### src/rtl/fetch_controller.sv
// Instruction-fetch sequencer: owns the PC, reads instruction words over a
// req/ready handshake and loads the IF/ID register, with stall, branch and wait-state handling.
module fetch_controller #(
  parameter logic [31:0] RESET_PC = 32'h0000_0000,
  parameter int unsigned PC_STEP  = 4
) (
  input  logic        clk,
  input  logic        rst,
  input  logic        freeze,
  input  logic        br_taken,
  input  logic [31:0] br_addr,
  output logic        mem_req,
  output logic [31:0] mem_addr,
  input  logic        mem_ready,
  input  logic [31:0] mem_rdata,
  output logic        if_valid,
  output logic [31:0] if_pc,
  output logic [31:0] if_instr,
  output logic        flush
);

  localparam int unsigned XLEN = 32;

  typedef enum logic [1:0] {
    S_FETCH = 2'd0,
    S_HOLD  = 2'd1,
    S_DROP  = 2'd2
  } state_e;

  state_e          state_q;
  logic [XLEN-1:0] pc_q;
  logic            mem_req_q;
  logic [XLEN-1:0] mem_addr_q;
  logic            if_valid_q;
  logic [XLEN-1:0] if_pc_q;
  logic [XLEN-1:0] if_instr_q;
  logic            flush_q;
  logic [XLEN-1:0] hold_instr_q;
  logic [XLEN-1:0] hold_pc_q;

  logic [XLEN-1:0] pc_step_c;
  logic [XLEN-1:0] br_tgt_c;
  logic            accept_c;
  logic            unused_c;

  assign pc_step_c = pc_q + XLEN'(PC_STEP);
  assign br_tgt_c  = {br_addr[31:2], 2'b00};
  assign accept_c  = mem_req_q & mem_ready;
  assign unused_c  = ^br_addr[1:0];

  // Branch beats freeze and accept; a read already on the bus must be drained in DROP.
  always_ff @(posedge clk or posedge rst) begin
    if (rst) begin
      state_q      <= S_FETCH;
      pc_q         <= {RESET_PC[31:2], 2'b00};
      mem_req_q    <= 1'b0;
      mem_addr_q   <= '0;
      if_valid_q   <= 1'b0;
      if_pc_q      <= '0;
      if_instr_q   <= '0;
      flush_q      <= 1'b0;
      hold_instr_q <= '0;
      hold_pc_q    <= '0;
    end else begin
      flush_q <= br_taken;
      if (br_taken) begin
        pc_q         <= br_tgt_c;
        if_valid_q   <= 1'b0;
        if_pc_q      <= '0;
        if_instr_q   <= '0;
        hold_instr_q <= '0;
        hold_pc_q    <= '0;
        if (mem_req_q && !mem_ready) begin
          state_q <= S_DROP;
        end else begin
          state_q    <= S_FETCH;
          mem_req_q  <= 1'b1;
          mem_addr_q <= br_tgt_c;
        end
      end else begin
        case (state_q)
          S_FETCH: begin
            if (accept_c) begin
              if (!freeze) begin
                if_valid_q <= 1'b1;
                if_instr_q <= mem_rdata;
                if_pc_q    <= pc_step_c;
                pc_q       <= pc_step_c;
                mem_addr_q <= pc_step_c;
              end else begin
                hold_instr_q <= mem_rdata;
                hold_pc_q    <= pc_step_c;
                mem_req_q    <= 1'b0;
                state_q      <= S_HOLD;
              end
            end else begin
              if (!mem_req_q) begin
                mem_req_q  <= 1'b1;
                mem_addr_q <= pc_q;
              end
              if (!freeze) begin
                if_valid_q <= 1'b0;
                if_instr_q <= '0;
              end
            end
          end
          S_HOLD: begin
            if (!freeze) begin
              if_valid_q   <= 1'b1;
              if_instr_q   <= hold_instr_q;
              if_pc_q      <= hold_pc_q;
              pc_q         <= pc_step_c;
              mem_req_q    <= 1'b1;
              mem_addr_q   <= pc_step_c;
              hold_instr_q <= '0;
              hold_pc_q    <= '0;
              state_q      <= S_FETCH;
            end
          end
          S_DROP: begin
            // Stale read completes; its data never reaches IF/ID.
            if (mem_ready) begin
              mem_addr_q <= pc_q;
              state_q    <= S_FETCH;
            end
          end
          default: begin
            state_q   <= S_FETCH;
            mem_req_q <= 1'b0;
          end
        endcase
      end
    end
  end

  assign mem_req  = mem_req_q;
  assign mem_addr = mem_addr_q;
  assign if_valid = if_valid_q;
  assign if_pc    = if_pc_q;
  assign if_instr = if_instr_q;
  assign flush    = flush_q;

endmodule

### config.mk
export PLATFORM = sky130hd
export DESIGN_NAME = fetch_controller
export DESIGN_NICKNAME = d
export VERILOG_FILES = /design/src/rtl/fetch_controller.sv
export SDC_FILE = /design/constraint.sdc
export NUM_CORES = 1
export LEC_CHECK = 0
export CAP_MARGIN = 40
export CORE_ASPECT_RATIO = 0.8
export CORE_MARGIN = 2
export CORE_UTILIZATION = 40
export CTS_BUF_LIST = sky130_fd_sc_hd__clkbuf_2 sky130_fd_sc_hd__clkbuf_4 sky130_fd_sc_hd__clkbuf_8
export DETAILED_ROUTE_END_ITERATION = 8
export GPL_ROUTABILITY_DRIVEN = 0
export PLACE_DENSITY = 0.75
export SYNTH_ARGS = -nofsm -noshare
export SYNTH_HDL_FRONTEND = slang
export SYNTH_SLANG_ARGS = --single-unit
### constraint.sdc
create_clock -name clk -period 10.8 [get_ports clk]
set_clock_uncertainty 0.15 [all_clocks]
set_input_delay 2.16 -clock clk [delete_from_list [all_inputs] [get_ports clk]]
set_output_delay 2.16 -clock clk [all_outputs]
set_load 0.05 [all_outputs]
* Yosys cells after proc, flatten, opt, wreduce, memory -nomap -nowiden *
Index checks and enable logic that the tools add are counted.

word-level totals
  register bits = 197
  bits of input ports = 69
  word-level logic and storage cells = 85

cells by class
  muxes and demuxes = 48
  reduce and logical (&&, ||, !) cells = 13
  add/sub/neg operators = 1
  eq/ne operators = 12
  bitwise logic cells = 1

operators with widths
  operator                                              count
  2-to-1 mux 32 bit                                     24
  one-hot mux 32 bit (2 select lines)                   5
  one-hot mux 32 bit (3 select lines)                   1
  adder 32 x 3 -> 32 bit (second input constant)        1
  AND reduction 4 bit                                   5
  != test 3 bit (second input constant)                 5
  2-to-1 mux 2 bit                                      6
  != test 4 bit (second input constant)                 3
  2-to-1 mux 1 bit                                      9
  one-hot mux 2 bit (3 select lines)                    1
  != test 2 bit (second input constant)                 2
  AND reduction 2 bit                                   2
  nonzero test 4 bit                                    1
  one-hot mux 1 bit (3 select lines)                    1
  AND reduction 3 bit                                   1
  nonzero test 3 bit                                    1
  equality test 2 x 1 -> 1 bit (second input constant)  1
  equality test 2 bit (second input constant)           1
  logical NOT 2 bit                                     1
  one-hot mux 1 bit (2 select lines)                    1
  AND 1 bit                                             1
  logical AND 1 bit                                     1
  logical NOT 1 bit                                     1

* Longest topological paths before layout *
Gate-level depths: netlist of the first run.

  depth in word-level cells = 5
  gate-level depth with buffers = 10

* Worst setup path after synthesis of the first run *
OpenSTA, ideal clock, no wires.

  path kind = input to register
  start = input port mem_ready
  end = register mem_addr_q[18], in the netlist mem_addr[18]
  buffers on the path = 3
  data arrival time = 3,454 ps
  library setup time = 135 ps
  path slack = 7,061 ps
  stages = 7
  cell sequence = buf_2 > nand3b_1 > and2_1 > buf_2 > clkbuf_1 > a2111oi_0 > o31ai_1

on the way
  longest elaborated chain between the ends = 4

RTL lines
  what                                                                  line    source
  start: declaration                                                    14      input logic mem_ready,
  AND 1 bit or logical NOT 1 bit (tied branches)                        48, 73
  2-to-1 mux 32 bit or logical AND 1 bit (tied branches)                83, 73
  one-hot mux 32 bit (3 select lines) or != test 2 bit (tied branches)  -
  2-to-1 mux 32 bit or AND reduction 4 bit (tied branches)              -
  end signal: assignment                                                78      mem_addr_q <= br_tgt_c;
  end signal: assignment                                                89      mem_addr_q <= pc_step_c;
  end signal: assignment                                                99      mem_addr_q <= pc_q;
  end: declaration                                                      33      logic [XLEN-1:0] mem_addr_q;

Parallel ways exist; a longest one is shown, timed or not.
A chain may end at the register's enable or synchronous reset.

* Worst setup path after layout of the first run *
  start = input port freeze
  end = register hold_pc_q[27]

on the way
  longest elaborated chain between the ends = 2

RTL lines
  what                               line  source
  start: declaration                 9     input logic freeze,
  != test 3 bit (no line)            -
  AND reduction 4 bit (no line) (*)  -
  end signal: assignment             92    hold_pc_q <= pc_step_c;
  end: declaration                   39    logic [XLEN-1:0] hold_pc_q;

Mark *: on every way between the ends. The rest lies on a longest branch, timed or not.

==> results of run 1 <==
[worst max-delay path by stage]
stage | endpoint | start | depth (start not counted)
3_3_place_gp | mem_addr[12] | br_taken | 7
6_report | hold_pc_q[27] | freeze | 6
2_1_floorplan | flush | rst | 1
4_1_cts | hold_pc_q[27] | freeze | 6
5_1_grt | hold_pc_q[27] | freeze | 6
3_5_place_dp | hold_pc_q[27] | freeze | 6
[cells in the mapped netlist (9+ instances only)]
library cell,instances
a21oi_1,28
buf_2,35
and2_1,11
and3_1,12
nand2b_1,15
nor4_1,11
nand3_1,23
nor2_1,54
inv_1,9
o31ai_1,16
clkbuf_1,50
a221oi_1,15
a32oi_1,15
o21ai_0,168
mux2i_1,44
dfrtp_1,193
nor3_1,11
nand2_1,207
xnor2_1,20
a22o_1,12
nand4_1,17
xor2_1,13
[final cells by class]
type	count	share of cell area (%)
Clock buffer	21	2.175
Inverter	9	0.3402
Tap cell	318	3.279
Timing Repair Buffer	182	15.01
Clock inverter	11	0.8042
Sequential cell	193	39.80
Multi-Input combinational cell	796	38.59
[cells by family (layout without fill, tap and decap cells)]
logic type | Yosys count | count (layout) | synth area share, %
and+or+nand+nor | 388 | 388 | 18.26
buffers and inverters | 104 | 223 | 4.485
DFF | 193 | 193 | 48.63
muxes | 45 | 45 | 4.548
AOI/OAI and AO/OA | 326 | 326 | 20.66
xor gates and xnor gates | 33 | 33 | 2.910
adders and majority gates | 4 | 4 | 0.5040
[stage by stage]
step | cells | total power (W) | util [%]
finish | 1530 | 0.002085 | 49.78
global route | 1530 | 0.002190 | 49.78
CTS | 1530 | 0.002092 | 49.78
detailed placement | 1498 | 0.001639 | 48.30
global placement | 1494 | 0.001618 | 47.98
floorplan | 1093 | 0.001378 | -
[registers in the layout (all words and copies together), names as in the netlist]
register and count:
hold_instr_q 32, pc_q 30, if_valid 1, if_pc 31, mem_req 1, state_q 2, hold_pc_q 31, if_instr 32
flush 1, mem_addr 32
[metal layers]
layer	part of all wire (%)	vias up
met1	46	4340
li1	-	4112
met2	43	404
met5	0	-
met3	9.4	42
met4	1.8	0
[power breakdown]
part           leakage, nW  internal, W  total (W)  switching [W]
Clock                0.185     0.000177   0.000454       0.000277
Combinational         2.20     0.000242   0.000716       0.000474
Sequential            2.50     0.000818   0.000916      0.0000976
[worst register-to-register path: cells and delay by family (launching register included)]
family,cells,cell delay (ps)
flops,1,410
fa+ha+maj,1,420
buf+inv,2,820
compound gates,4,1370
==> out/qor.csv, run 1 <==
metric,value,unit
max cap viols,0,
worst r2r src,state_q[1],
Port Buffers,165,
Synth Net Count,1166,
reg-to-reg endpoint,pc_q[4],
hold_ws,337.0,ps
number of synthesis warnings,0,
fin nets,1272,
Synth Flop Type,dfrtp_1,
layout cells sized above 1,5.941,%
Placed Area,11770,sq um
minimum clock period,4637,ps
Hold Path Class,flop to flop,
clock buffer depth,2,
die area,26110,sq um
library cells used by synthesis,70,
DRC viols,0,
"Avg Cell Area, Syn",9.086,sq um
CTS tree,yes,
crit-path cells,clkdlybuf4s50_1 > buf_4 > inv_1 > nor3_1 > nand3_1 > o21ai_0,
Detail Placement HPWL,20.38,mm
die height,144.9,um
Post-Place Setup Slack,5691,ps
Root Buffer,clkbuf_8,
htree depth,4,
GRT Total Usage,22.80,%
Worst Hold Depth,2,
drt pass-1 iters,5,
endpoints failing setup,0,
crit-path max FO,31,
PnR worst setup slack,6163,ps
Initial DRC Count,969,
met3 GRT Util,6.978,%
DRT Wirelength,29.66,mm
global route hottest layer,met1,
total leakage power,4.890,nW
PostCTS Resize Cnt,0,
Syn-to-layout area delta,22.20,%
"Data arrival, critical path",4850,ps
"commonest cells after routing, fill and taps aside","nand2_1, dfrtp_1, o21ai_0",
fmax,0.2156,GHz
number of buffers and inverters on the critical path,3,
drt wl/cell,19.38,um
Least-Margin Pin Slew,945.7,ps
maximum VDD drop,0.0001008,V
Hold Crit Start,hold_instr_q[7],
first-pass GRT wire length,47.65,mm
critical path class,input pin to flop,
initial antenna violation count,0,
PD cells,171.8,nW/um^2
starting density of the core,40.74,%
Setup crit end kind,flop,
cell row count,51,
fill cell count,2239,
Clock transition at path regs,90,ps
register area share after synthesis,48.63,%
worst skew pair latency,480,ps
crit share post-route,42.94,%
pin count of the biggest net entering global routing,115,
post-CTS setup repair buffer count,0,
status,"complete, no violations",
setup TNS,0,ps
Worst setup SP type,input pin,
via count,8898,
CP top delay family,buffers and inverters,
R2R cell count,7,
# diodes,0,
CTS buffer count,17,
fin area,12140,sq um
num ports,168,
CP max-delay cell,nand3_1,
CTS Hold Bufs,0,
Worst slew margin,36.47,%
Die W,180.2,um
"flops & latches, synth",193,
ranking of synthesized cells by area,"dfrtp_1, o21ai_0, nand2_1, mux2i_1, nor2_1",
Worst EP required,11010,ps
vias in the first global route,8372,
clock sink total,193,
Cells after Synth,1093,
"commonest non-fill, non-tap cell in the layout",nand2_1,
fin. max-slew vios,0,
met2 Use GR,32.46,%
ys async rst share,100.0,%
CP peak stage delay,620,ps
r2r setup slk,7540,ps
Post-Syn Area,9931,sq um
post-synth top area cell,dfrtp_1,
area fraction of the dominant cell type after synthesis,48.63,%
Sequential cell area,4830,sq um
WHS Endpoint,hold_instr_q[7],
Post-synth EDFFs,0,
met1 global-route usage,33.60,%
core area,24380,sq um
Overflow after GRT,0,
vias per cell,5.816,
Final Hold Fails,0,
area of the multi-input gates,4683,sq um
RSZ-0062 raised after global routing,no,
Routed Antenna Nets,0,
No activity file was read; power rests on OpenSTA's default activity.
==> run 2, diff against run 1 <==
==> constraint.sdc (replaced) <==
create_clock -name clk -period 4.7 [get_ports clk]
set_clock_uncertainty 0.15 [all_clocks]
set_input_delay 0.94 -clock clk [delete_from_list [all_inputs] [get_ports clk]]
set_output_delay 0.94 -clock clk [all_outputs]
set_load 0.05 [all_outputs]
==> out/qor.csv, run 2 (synthesis results as in run 1) <==
metric,value,unit,change
status,"complete, no violations",,
Clock transition at path regs,110,ps,+20 ps
vias in the first global route,8314,,-0.69%
WHS Endpoint,hold_instr_q[3],,
htree depth,4,,unchanged
reg-to-reg endpoint,mem_addr[8],,
die area,26110,sq um,unchanged
Worst EP required,4970,ps,-6040 ps
"Data arrival, critical path",3480,ps,-1370 ps
met1 global-route usage,34.14,%,+0.54 points
Initial DRC Count,1012,,+4.4%
fmax,0.3113,GHz,
clock power share,23.7,%,+1.9 points
worst r2r src,state_q[0],,
vias per cell,5.775,,-0.69%
PD cells,401.9,nW/um^2,+130%
maximum VDD drop,0.0002171,V,+120%
Comb power frac,33.7,%,-0.6 points
fin nets,1273,,+0.079%
CTS buffer count,17,,unchanged
first-pass GRT wire length,47.40,mm,-0.52%
cell row count,51,,unchanged
Worst Hold Depth,2,,unchanged
Syn-to-layout area delta,23.22,%,
GRT Total Usage,22.73,%,-0.074 points
"commonest non-fill, non-tap cell in the layout",nand2_1,,
pin count of the biggest net entering global routing,103,,-10%
CTS Hold Bufs,0,,unchanged
Root Buffer,clkbuf_8,,
clock buffer depth,2,,unchanged
initial antenna violation count,0,,unchanged
drt pass-1 iters,5,,unchanged
fin. max-slew vios,0,,unchanged
Worst setup SP type,input pin,,
Routed Antenna Nets,0,,unchanged
clock sink total,193,,unchanged
Least-Margin Pin Slew,899.2,ps,-46.51 ps
Post-Place Setup Slack,1029,ps,-4662 ps
drt wl/cell,19.38,um,about the same
minimum clock period,3212,ps,
post-CTS setup repair buffer count,0,,unchanged
Hold Path Class,flop to flop,,
CTS tree,yes,,
crit share post-route,68.34,%,
met2 Use GR,32.04,%,-0.42 points
Worst slew margin,39.79,%,+3.3 points
RSZ-0062 raised after global routing,no,,
Hold Crit Start,hold_instr_q[3],,
Detail Placement HPWL,20.38,mm,about the same
fill cell count,2257,,+0.80%
CP startpoint,mem_ready,,
DRC viols,0,,unchanged
die height,144.9,um,unchanged
total leakage power,4.919,nW,+0.60%
max cap viols,0,,unchanged
met3 GRT Util,5.723,%,-1.3 points
Reg power frac,42.6,%,-1.3 points
starting density of the core,40.74,%,unchanged
PostCTS Resize Cnt,0,,unchanged
worst skew pair latency,470,ps,about the same
crit-path max FO,17,,-45%
Port Buffers,165,,unchanged
num ports,168,,unchanged
DRT Wirelength,29.67,mm,about the same
PnR worst setup slack,1488,ps,-4675 ps
setup TNS,0,ps,unchanged
r2r setup slk,1790,ps,-5750 ps
via count,8842,,-0.63%
global route hottest layer,met1,,
Setup crit end kind,flop,,
Overflow after GRT,0,,unchanged
Die W,180.2,um,unchanged
core area,24380,sq um,unchanged
layout cells sized above 1,6.018,%,+0.078 points
critical path class,input pin to flop,,
Int Power,0.002914,W,+140%
Switching Power,0.002004,W,+140%
# diodes,0,,unchanged
switching share of power,40.74,%,+0.063 points
"commonest cells after routing, fill and taps aside","nand2_1, dfrtp_1, o21ai_0",,
endpoints failing setup,0,,unchanged
R2R cell count,8,,+1
Final Hold Fails,0,,unchanged
==> run 2: worst max-delay path by stage <==
stage	endpoint	slack [ps]	depth (start not counted)
2_1_floorplan	flush	1120	1
3_3_place_gp	mem_addr[8]	1130	7
3_5_place_dp	hold_pc_q[24]	1030	5
4_1_cts	hold_pc_q[24]	1530	5
5_1_grt	mem_addr[8]	1360	7
6_report	mem_addr[8]	1490	7
==> run 2: critical path, cell delays in order <==
cell and delay, ps:
clkdlybuf4s50_1 610, nand3b_1 310, and2_1 700, buf_4 320, a21oi_1 110, a311oi_1 320, o22a_1 170
==> run 2: power by group through the flow <==
stage / Combinational [W] / Clock (W) / Sequential (W)
2_1_floorplan: 0.000681 / 0 / 0.00249
3_3_place_gp: 0.00161 / 0 / 0.00212
3_5_place_dp: 0.00164 / 0 / 0.00212
5_1_grt: 0.00176 / 0.00126 / 0.00213
4_1_cts: 0.00165 / 0.00119 / 0.00209
6_report: 0.00165 / 0.00117 / 0.00210
==> run 2: through the flow <==
stage | std cells | hold slack (ps) | total power [W] | util (%) | cell area [sq um]
2_1_floorplan | 1093 | 294.7 | 0.003167 | - | 9935
3_3_place_gp | 1496 | 305.9 | 0.003732 | 48.20 | 11750
3_5_place_dp | 1499 | 317.9 | 0.003768 | 48.43 | 11810
4_1_cts | 1531 | 343.9 | 0.004940 | 50.20 | 12240
5_1_grt | 1531 | 363.5 | 0.005151 | 50.20 | 12240
6_report | 1531 | 335.3 | 0.004918 | 50.20 | 12240
==> run 2: area by class of cell <==
type	instances	area [sq um]	area share, %
Multi-Input combinational cell	796	4688	38.31
Tap cell	318	397.9	3.252
Clock inverter	14	183.9	1.503
Inverter	9	37.54	0.3067
Timing Repair Buffer	183	1852	15.13
Sequential cell	193	4830	39.47
Clock buffer	18	247.7	2.025
==> run 2: metal layers <==
layer / vias up / routed length (um)
li1: 4135 / -
met1: 4267 / 13330
met2: 396 / 12850
met3: 44 / 2867
met4: 0 / 615
met5: - / 0
==> run 3, diff against run 2 <==
--- a/config.mk
+++ b/config.mk
@@ -12,7 +12,7 @@
 export CTS_BUF_LIST = sky130_fd_sc_hd__clkbuf_2 sky130_fd_sc_hd__clkbuf_4 sky130_fd_sc_hd__clkbuf_8
 export DETAILED_ROUTE_END_ITERATION = 8
 export GPL_ROUTABILITY_DRIVEN = 0
-export PLACE_DENSITY = 0.75
+export PLACE_DENSITY = 0.77
 export SYNTH_ARGS = -nofsm -noshare
 export SYNTH_HDL_FRONTEND = slang
 export SYNTH_SLANG_ARGS = --single-unit
==> constraint.sdc (replaced) <==
create_clock -name clk -period 2.8 [get_ports clk]
set_clock_uncertainty 0.15 [all_clocks]
set_input_delay 0.56 -clock clk [delete_from_list [all_inputs] [get_ports clk]]
set_output_delay 0.56 -clock clk [all_outputs]
set_load 0.05 [all_outputs]
==> out/qor.csv, run 3 (synthesis results as in run 1) <==
metric,value,unit,change
status,"complete, no violations",,
CTS tree,yes,,
Worst EP required,2090,ps,-2880 ps
setup TNS,0,ps,unchanged
clock buffer depth,2,,unchanged
worst skew pair latency,490,ps,+20 ps
fmax,0.3782,GHz,
CP top delay family,buffers and inverters,,
Syn-to-layout area delta,28.60,%,
clock power share,22.8,%,-0.9 points
Reg power frac,41.9,%,-0.7 points
Overflow after GRT,0,,unchanged
Worst slew margin,54.12,%,+14 points
Port Buffers,165,,unchanged
crit-path cells,clkdlybuf4s50_1,,
DRT Wirelength,31.03,mm,+4.6%
Worst setup SP type,flop,,
RSZ-0062 raised after global routing,no,,
PnR worst setup slack,155.9,ps,-1332 ps
starting density of the core,40.74,%,unchanged
Non-Filler Instances,1594,,+4.1%
fill cell count,2217,,-1.8%
CP max-delay cell,clkdlybuf4s50_1,,
die height,144.9,um,unchanged
initial antenna violation count,0,,unchanged
number of buffers and inverters on the critical path,1,,-1
pin count of the biggest net entering global routing,69,,-33%
# diodes,0,,unchanged
GRT Total Usage,23.76,%,+1.0 points
via count,9200,,+4.0%
CP peak stage delay,920,ps,+220 ps
clock sink total,193,,unchanged
first-pass GRT wire length,49.67,mm,+4.8%
Detail Placement HPWL,22.21,mm,+9.0%
Final Hold Fails,0,,unchanged
vias in the first global route,8880,,+6.8%
Root Buffer,clkbuf_8,,
num ports,168,,unchanged
"Data arrival, critical path",1930,ps,-1550 ps
Post-Place Setup Slack,19.87,ps,-1009 ps
total leakage power,5.256,nW,+6.8%
maximum VDD drop,0.0004624,V,+110%
die area,26110,sq um,unchanged
"commonest cells after routing, fill and taps aside","nand2_1, dfrtp_1, o21ai_0",,
endpoints failing setup,0,,unchanged
Hold Path Class,input pin to async pin,,
layout cells sized above 1,10.66,%,+4.6 points
post-CTS setup repair buffer count,0,,unchanged
final core occ,52.39,%,+2.2 points
crit-path max FO,10,,-7
Pwr Total,0.008433,W,+71%
critical path class,flop to primary output,,
Comb power frac,35.3,%,+1.6 points
core area,24380,sq um,unchanged
PD cells,660.3,nW/um^2,+64%
cell row count,51,,unchanged
switching share of power,40.43,%,-0.32 points
PostCTS Resize Cnt,0,,unchanged
max cap viols,0,,unchanged
Clock transition at path regs,120,ps,about the same
CTS buffer count,17,,unchanged
fin. max-slew vios,0,,unchanged
Die W,180.2,um,unchanged
htree depth,4,,unchanged
DRC viols,0,,unchanged
Initial DRC Count,1030,,+1.8%
Least-Margin Pin Slew,685.7,ps,-213.5 ps
CTS Hold Bufs,0,,unchanged
Switching Power,0.003409,W,+70%
vias per cell,5.772,,about the same
fin nets,1337,,+5.0%
drt pass-1 iters,6,,+1
Placed Instances,1563,,+4.3%
Routed Antenna Nets,0,,unchanged
crit share post-route,94.43,%,
Setup crit end kind,primary output,,
minimum clock period,2644,ps,
Int Power,0.005024,W,+72%
drt wl/cell,19.46,um,+0.44%
"commonest non-fill, non-tap cell in the layout",nand2_1,,
==> run 3: changes by cell type in the layout (fill, tap and decap cells not counted), sizes merged <==
cell      change
clkinv        +2
clkinvlp      -2
inv           -1
buf          +64
==> run 3: per-stage QoR <==
step,area (sq um),hold WS [ps]
finish,12770,261.5
floorplan,9935,294.7
CTS,12770,262.1
global route,12770,258.3
detailed placement,12360,314.7
global placement,12330,306.8
==> run 3: area by class of cell <==
type                       instances  area, sq um  share of cell area [%]
clock buffer                      18        247.7                   1.940
clock inverter                    13        162.7                   1.274
inverter                           9        37.54                  0.2939
multi-input combinational        796         4688                   36.71
sequential                       193         4830                   37.82
tap                              318        397.9                   3.116
timing repair buffer             247         2407                   18.85
==> run 3: power by group through the flow <==
stage	Clock, W	Combinational (W)	Sequential, W
finish	0.00193	0.00298	0.00353
global route	0.00208	0.00316	0.00358
CTS	0.00195	0.00296	0.00352
detailed placement	0	0.00295	0.00357
global placement	0	0.00289	0.00356
floorplan	0	0.00114	0.00417
==> run 3: path summary, 6_finish.rpt <==
| kind | depth (start not counted) | startpoint | slack (ps) | end |
|---|---|---|---|---|
| hold / removal | 2 | rst | 260 | pc_q[18] |
| setup / recovery | 1 | mem_req | 160 | mem_req |
| min in group clk | 3 | br_taken | 310 | state_q[1] |
| setup reg to reg | 6 | pc_q[3] | 230 | mem_addr[24] |
| hold reg to reg | 2 | if_instr[0] | 340 | if_instr[0] |
| max in group asynchronous | 4 | rst | 1510 | hold_instr_q[5] |
==> run 3: routing by layer <==
metal  vias up  wire length, um  global-route usage (%)
met1      4423            13330                   33.95
li1       4242                -                       -
met3        69             3257                   7.354
met5         -                0                       0
met4         0              843                   7.581
met2       466            13590                   34.31
